--- src/rtl/cp0_core.sv ---
// cp0_core: CP0 register block (BadVAddr, Count, Compare, Status, Cause, EPC)
// with a prescaled Count/Compare timer, parametrised hardware interrupt
// lines, exception-entry / ERET sequencing and masked interrupt-pending.
// MMU registers live outside this block.
module cp0_core #(
   parameter int HW_IRQ_NUM = 6,   // hardware interrupt lines, 1..6
   parameter int COUNT_DIV  = 2,   // clock cycles per Count increment, >= 1
   parameter bit SEL_STRICT = 1'b1 // 1: sel != 0 reads 0 and ignores writes
) (
   input  logic                  clk,
   input  logic                  res,
   input  logic                  we,
   input  logic                  re,
   input  logic [4:0]            rd,
   input  logic [2:0]            sel,
   input  logic [31:0]           dataIn,
   output logic [31:0]           dataOut,
   input  logic [HW_IRQ_NUM-1:0] hw_irq,
   input  logic                  exc_req,
   input  logic [4:0]            exc_code,
   input  logic [31:0]           exc_epc,
   input  logic                  exc_bd,
   input  logic                  exc_bva_we,
   input  logic [31:0]           exc_bva,
   input  logic                  eret,
   output logic                  irq_pending,
   output logic                  timer_irq,
   output logic [31:0]           cp0_epc,
   output logic [31:0]           cp0_status,
   output logic [31:0]           cp0_cause
);

   // Register numbers decoded by this block; everything else reads as 0.
   typedef enum logic [4:0] {
      REG_BADVADDR = 5'd8,
      REG_COUNT    = 5'd9,
      REG_COMPARE  = 5'd11,
      REG_STATUS   = 5'd12,
      REG_CAUSE    = 5'd13,
      REG_EPC      = 5'd14
   } reg_addr_t;

   // Prescaler is at least one bit wide so COUNT_DIV = 1 still elaborates.
   localparam int             PW         = (COUNT_DIV > 1) ? $clog2(COUNT_DIV) : 1;
   localparam logic [PW-1:0]  PRESC_LAST = PW'(COUNT_DIV - 1);

   // Architectural state
   logic [31:0]           bad_vaddr;
   logic [31:0]           count;
   logic [31:0]           compare;
   logic [31:0]           epc;
   logic [7:0]            im;
   logic                  exl;
   logic                  ie;
   logic                  bd;
   logic                  ti;
   logic [4:0]            exc_code_q;
   logic [HW_IRQ_NUM-1:0] hw_q;
   logic [1:0]            ip_sw;
   logic [PW-1:0]         presc;

   // Derived views
   logic        sel_zero;
   logic        access_ok;
   logic        sw_ok;
   logic        wr_count;
   logic        wr_compare;
   logic        wr_status;
   logic        wr_cause;
   logic        wr_epc;
   logic        presc_wrap;
   logic [31:0] count_inc;
   logic [5:0]  ip_hw;
   logic [7:0]  ip;
   logic [31:0] status_word;
   logic [31:0] cause_word;
   logic [31:0] rd_data;

   // Software access qualification. Exception entry and ERET discard any
   // software write issued in the same cycle.
   assign sel_zero   = (sel == 3'd0);
   assign access_ok  = !SEL_STRICT || sel_zero;
   assign sw_ok      = we && access_ok && !exc_req && !eret;
   assign wr_count   = sw_ok && (rd == REG_COUNT);
   assign wr_compare = sw_ok && (rd == REG_COMPARE);
   assign wr_status  = sw_ok && (rd == REG_STATUS);
   assign wr_cause   = sw_ok && (rd == REG_CAUSE);
   assign wr_epc     = sw_ok && (rd == REG_EPC);

   assign presc_wrap = (presc == PRESC_LAST);
   assign count_inc  = count + 32'd1;

   // Spread the registered hardware lines onto a fixed 6-bit field; unused
   // positions stay 0.
   always_comb begin
      // NOTE: every combinational output gets a default first so no path
      // leaves it unassigned and no latch is inferred.
      ip_hw = '0;
      for (int i = 0; i < HW_IRQ_NUM; i++) begin
         ip_hw[i] = hw_q[i];
      end
   end

   // IP7 doubles as the timer interrupt line.
   assign ip          = {ip_hw[5] | ti, ip_hw[4:0], ip_sw};
   assign status_word = {16'h0000, im, 6'b000000, exl, ie};
   assign cause_word  = {bd, ti, 14'h0000, ip, 1'b0, exc_code_q, 2'b00};

   // Read mux over the pre-edge register values.
   always_comb begin
      rd_data = '0;
      if (access_ok) begin
         case (rd)
            REG_BADVADDR: rd_data = bad_vaddr;
            REG_COUNT:    rd_data = count;
            REG_COMPARE:  rd_data = compare;
            REG_STATUS:   rd_data = status_word;
            REG_CAUSE:    rd_data = cause_word;
            REG_EPC:      rd_data = epc;
            default:      rd_data = '0;
         endcase
      end
   end

   // Registered read port; holds its value while re is low.
   always_ff @(posedge clk) begin
      // NOTE: clocked state uses non-blocking assignments so every register
      // samples the pre-edge values, which is also what makes a same-cycle
      // read return the old contents of a register being written.
      if (res) begin
         dataOut <= '0;
      end else if (re) begin
         dataOut <= rd_data;
      end
   end

   // Prescaler, Count, Compare and the timer interrupt flag.
   always_ff @(posedge clk) begin
      if (res) begin
         presc   <= '0;
         count   <= '0;
         compare <= 32'hFFFF_FFFF;
         ti      <= 1'b0;
      end else begin
         // A software Count load restarts the prescaler and suppresses the
         // increment, so it can never raise TI by itself.
         if (wr_count) begin
            count <= dataIn;
            presc <= '0;
         end else if (presc_wrap) begin
            count <= count_inc;
            presc <= '0;
         end else begin
            presc <= presc + PW'(1);
         end

         if (wr_compare) begin
            compare <= dataIn;
         end

         // A Compare write beats a match landing on the same edge.
         if (wr_compare) begin
            ti <= 1'b0;
         end else if (!wr_count && presc_wrap && (count_inc == compare)) begin
            ti <= 1'b1;
         end
      end
   end

   // Hardware interrupt lines are sampled every cycle, regardless of
   // exception or software activity.
   always_ff @(posedge clk) begin
      if (res) begin
         hw_q <= '0;
      end else begin
         hw_q <= hw_irq;
      end
   end

   // Exception entry, ERET and software writes to Status, Cause and EPC.
   always_ff @(posedge clk) begin
      if (res) begin
         bad_vaddr  <= '0;
         epc        <= '0;
         im         <= '0;
         exl        <= 1'b0;
         ie         <= 1'b0;
         bd         <= 1'b0;
         exc_code_q <= '0;
         ip_sw      <= '0;
      end else if (exc_req) begin
         exc_code_q <= exc_code;
         exl        <= 1'b1;
         // A nested exception (EXL already set) keeps the original EPC/BD
         // so the outer handler can still return.
         if (!exl) begin
            epc <= exc_bd ? (exc_epc - 32'd4) : exc_epc;
            bd  <= exc_bd;
         end
         if (exc_bva_we) begin
            bad_vaddr <= exc_bva;
         end
      end else if (eret) begin
         exl <= 1'b0;
      end else begin
         if (wr_status) begin
            im  <= dataIn[15:8];
            exl <= dataIn[1];
            ie  <= dataIn[0];
         end
         if (wr_cause) begin
            ip_sw <= dataIn[9:8];
         end
         if (wr_epc) begin
            epc <= dataIn;
         end
      end
   end

   // Pending interrupt is purely a function of registered state.
   assign irq_pending = ie & ~exl & (|(ip & im));

   assign timer_irq  = ti;
   assign cp0_epc    = epc;
   assign cp0_status = status_word;
   assign cp0_cause  = cause_word;

endmodule

--- config.mk ---
export PLATFORM = sky130hd
export DESIGN_NAME = cp0_core
export DESIGN_NICKNAME = d
export VERILOG_FILES = /design/src/rtl/cp0_core.sv
export SDC_FILE = /design/constraint.sdc
export NUM_CORES = 1
export LEC_CHECK = 0
export CORE_MARGIN = 2
export CORE_UTILIZATION = 50
export DETAILED_ROUTE_END_ITERATION = 8
export GPL_TIMING_DRIVEN = 1
export PLACE_DENSITY = 0.81
export SLEW_MARGIN = 5
export SYNTH_ARGS = -nofsm -noshare
export SYNTH_HDL_FRONTEND = slang
export SYNTH_SLANG_ARGS = --single-unit
--- constraint.sdc ---
create_clock -name clk -period 3.3 [get_ports clk]
set_input_delay 0.495 -clock clk [delete_from_list [all_inputs] [get_ports clk]]
set_output_delay 0.495 -clock clk [all_outputs]
set_load 0.02 [all_outputs]
==> implementation parameters <==
Parameter                              Value

Yosys
  Number of distinct standard cells referenced by the synthesized netlist    71
  Top cell type's share of synthesized area    0.370
  Summed instance area of the synthesized netlist    around 10000 µm²
  Dominant register cell in the synthesized netlist    sky130_fd_sc_hd__dfxtp_1
  Synthesized instance count    between 1k and 1.5k
  Register bit count reported by yosys    between 150 and 200
  Most instantiated library cell after synthesis    sky130_fd_sc_hd__nand2_1
  Share of synthesized registers carrying an async set or reset    0
  Leading post-synthesis cells by instance count    sky130_fd_sc_hd__nand2_1, sky130_fd_sc_hd__dfxtp_1, sky130_fd_sc_hd__nor2_1
  Number of warnings issued by yosys    0
  Sequential area share after synthesis    0.370
  Count of flip-flops with a built-in enable after synthesis    0
  Post-Syn Area per Cell    about 7.8 µm²
  Synth area leader    sky130_fd_sc_hd__dfxtp_1
  Top cells by area in the synthesized netlist    sky130_fd_sc_hd__dfxtp_1, sky130_fd_sc_hd__nand2_1, sky130_fd_sc_hd__a21oi_1, sky130_fd_sc_hd__nor2_1, sky130_fd_sc_hd__xor2_1

Global route
  Antenna violations before repair    0
  Total routing usage reported by global routing    0.317
  Wire length of the first global-routing pass    around 53000 µm
  Congestion Overflow GR    0
  Pin count of the biggest net entering global routing    87
  Peak-usage layer in the global routing report    met2
  Met3 capacity usage during global routing    0.0680
  Met1 track utilization from global routing    0.432
  GR Layer Usage met2    0.496
  Via count of the first global-routing pass    ~9.5k

Floorplanning
  Number of placed I/O pins    between 200 and 300
  Core Box Area    between 15000 and 20000 µm²
  Starting density of the core    0.514
  Die Width    146 µm
  Die footprint    21300 µm²
  Vert. Die Dim    approximately 150 µm
  FP Rows    between 50 and 60

Detailed routing
  DR iter-0 viols    1073
  Average via count per standard cell    approximately 5.9
  Via total after detailed routing    10.2k
  Residual DRC count    0
  Post-DRT Antenna Nets    0
  Wirelength, routed    between 30000 and 40000 µm
  DRT Pass-1 Iters    8
  Wire per inst    between 20 and 25 µm

Placement
  Worst slack at placement    between 0.15 and 0.2 ns
  Final weighted congestion in routability-driven placement    roughly 1
  # port buffers    ~210
  Hpwl dp    25700 µm

Final layout
  Area used by multi-input combinational logic    ~5700 µm²
  Layout cells sized above 1    0.0693
  Area overhead of the layout relative to synthesis    26.6%
  Fill cell instance count of the final layout    around 1.7k
  Layout Utilization    0.651
  Diode insertion count for antenna repair    0
  Area of all sequential standard cells    ~3700 µm²
  Fin nets    1569

STA
  Clock Skews    around 0.010 ns
  Worst Tran Pin Value    approximately 0.95 ns
  Final critical-path share of the clock period    0.835
  Count of endpoints failing setup in the final report    0
  Unrepaired setup endpoints after global routing    false
  Min Clock Period, post-route    between 2 and 3 ns
  Final sum of negative setup slack    0 ns
  Number of failing hold endpoints at the final stage    0
  Headroom to the max-slew limit    0.366
  Max-slew violations    0
  Achievable clock frequency    363 MHz
  Setup ws final    around 0.54 ns
  Worst Hold Slack    approximately 0.45 ns

CTS
  Bufs on Longest Clock Path    2
  Number of H-tree levels    4
  Count of hold-fix buffers inserted at cts    0
  Clock slew at reported path FFs    about 0.070 ns
  Clock sink total    186
  Number of CTS-inserted buffers    17
  Clock Latency Late Sink    0.44 ns
  CTS tree    yes
  Setup repair bufs after CTS    0
  Count of instances resized after the clock tree is built    0
  Root Buffer    sky130_fd_sc_hd__clkbuf_16

Setup path
  CP required    approximately 3.7 ns
  CP endpoint kind    flip-flop
  Crit path launch type    flip-flop
  Worst endpoint data arrival time    about 3.1 ns
  CP max FO    8
  Worst Reg-to-Reg Cells    8
  Worst setup path class    flip-flop to flip-flop

Power
  Power per Cell Area    between 300 and 400 nW/µm²
  Share of total power in the clock network    0.398
  Proportion of total power due to net switching    0.276
  Maximum VDD drop    0.312 mV
  Static leakage power    between 4 and 5 nW
  Power consumption    roughly 5 mW
  Register share of total power    0.467
  Internal cell power    between 3 and 4 mW
  Share of power burned in combinational logic    0.135
  Net switching power figure    1.40 mW

Flow run
  Number of maximum-capacitance constraint violations    0

Hold path
  Worst Hold Path Cells    2
  HP Class    flip-flop to flip-flop

Run status
  Run status    finished, final reports clean
## placed cells by master, fill, tap and decap left out, drive strengths merged, types with 6 or more instances in the layout
cell type and n:
o211ai 7, or3 9, nand3 54, a222oi 28
clkbuf 18, a221oi 6, and4 9, conb 39
and3 7, xnor2 50, nor4 15, nand4 21
buf 41, nor2b 10, a21oi 135, dfxtp 186
a22oi 12, nor2 155, mux2i 20, clkdlybuf4s50 211
nand2 212, a211oi 53, nor3 19, inv 12
xor2 55
## worst paths after layout
path	endpoint	start	slack (ns)
worst max-delay path	timer_irq	count[0]	0.54
worst min-delay path	bad_vaddr[3]	bad_vaddr[3]	0.45
worst max register to register	timer_irq	count[0]	0.54
worst min register to register	bad_vaddr[3]	bad_vaddr[3]	0.45
## cell type report
| type | instances | share of cell area |
|---|---|---|
| multi-input cells | 980 | 0.444 |
| flip-flops and latches | 186 | 0.292 |
| repair buffers | 252 | 0.192 |
| clock buffers | 18 | 0.0337 |
| well taps | 265 | 0.0260 |
| clock inverters | 14 | 0.0108 |
| inverters | 7 | 0.00206 |
## layer usage
layer  up-vias  wire length (µm)
met4         0              1060
met5         -                 0
met3        75              4200
met2       634             15500
met1      4780             13700
li1       4751                 -
## kinds of logic (layout without fill, tap and decap cells)
group           Yosys count  in the layout  share of synthesized area
mux                      25             25                     0.0288
compound gates          270            270                      0.177
fa+ha+maj                 2              2                    0.00248
flops                   186            186                      0.370
simple gates            539            539                      0.246
xor+xnor                105            105                     0.0913
buf+inv                 160            291                     0.0851
other cells               1             39                   0.000372
## critical path: stages, from the launching register on
cell and delay [ns]:
sky130_fd_sc_hd__dfxtp_1 0.49, sky130_fd_sc_hd__ha_1 0.30, sky130_fd_sc_hd__nand3_1 0.25, sky130_fd_sc_hd__or4b_2 0.68, sky130_fd_sc_hd__a31oi_1 0.15, sky130_fd_sc_hd__o21ai_0 0.14
sky130_fd_sc_hd__nor4_1 0.42, sky130_fd_sc_hd__nand4_1 0.13, sky130_fd_sc_hd__o22ai_1 0.13
## registers in the layout, indices dropped and copies added, names as in the netlist
name        flops
presc           1
im              8
ie              1
bd              1
bad_vaddr      32
exl             1
timer_irq       1
exc_code_q      5
compare        32
count          32
hw_q            6
ip_sw           2
dataOut        32
cp0_epc        32
## through the flow
stage                     area [µm²]  std cells
after global routing           12800       1722
after floorplan                10200       1326
after CTS                      12800       1722
after detailed placement       12200       1690
after global placement         12200       1690
final                          12800       1722
## power by group through the flow
stage               clock network, mW  logic, mW  registers (mW)
floorplan                           0      0.338            2.42
finish                           2.01      0.682            2.36
detailed placement                  0      0.668            2.41
global route                     2.12      0.719            2.37
global placement                    0      0.660            2.41
CTS                              2.02      0.671            2.36
(Power assumes the default switching activity.)
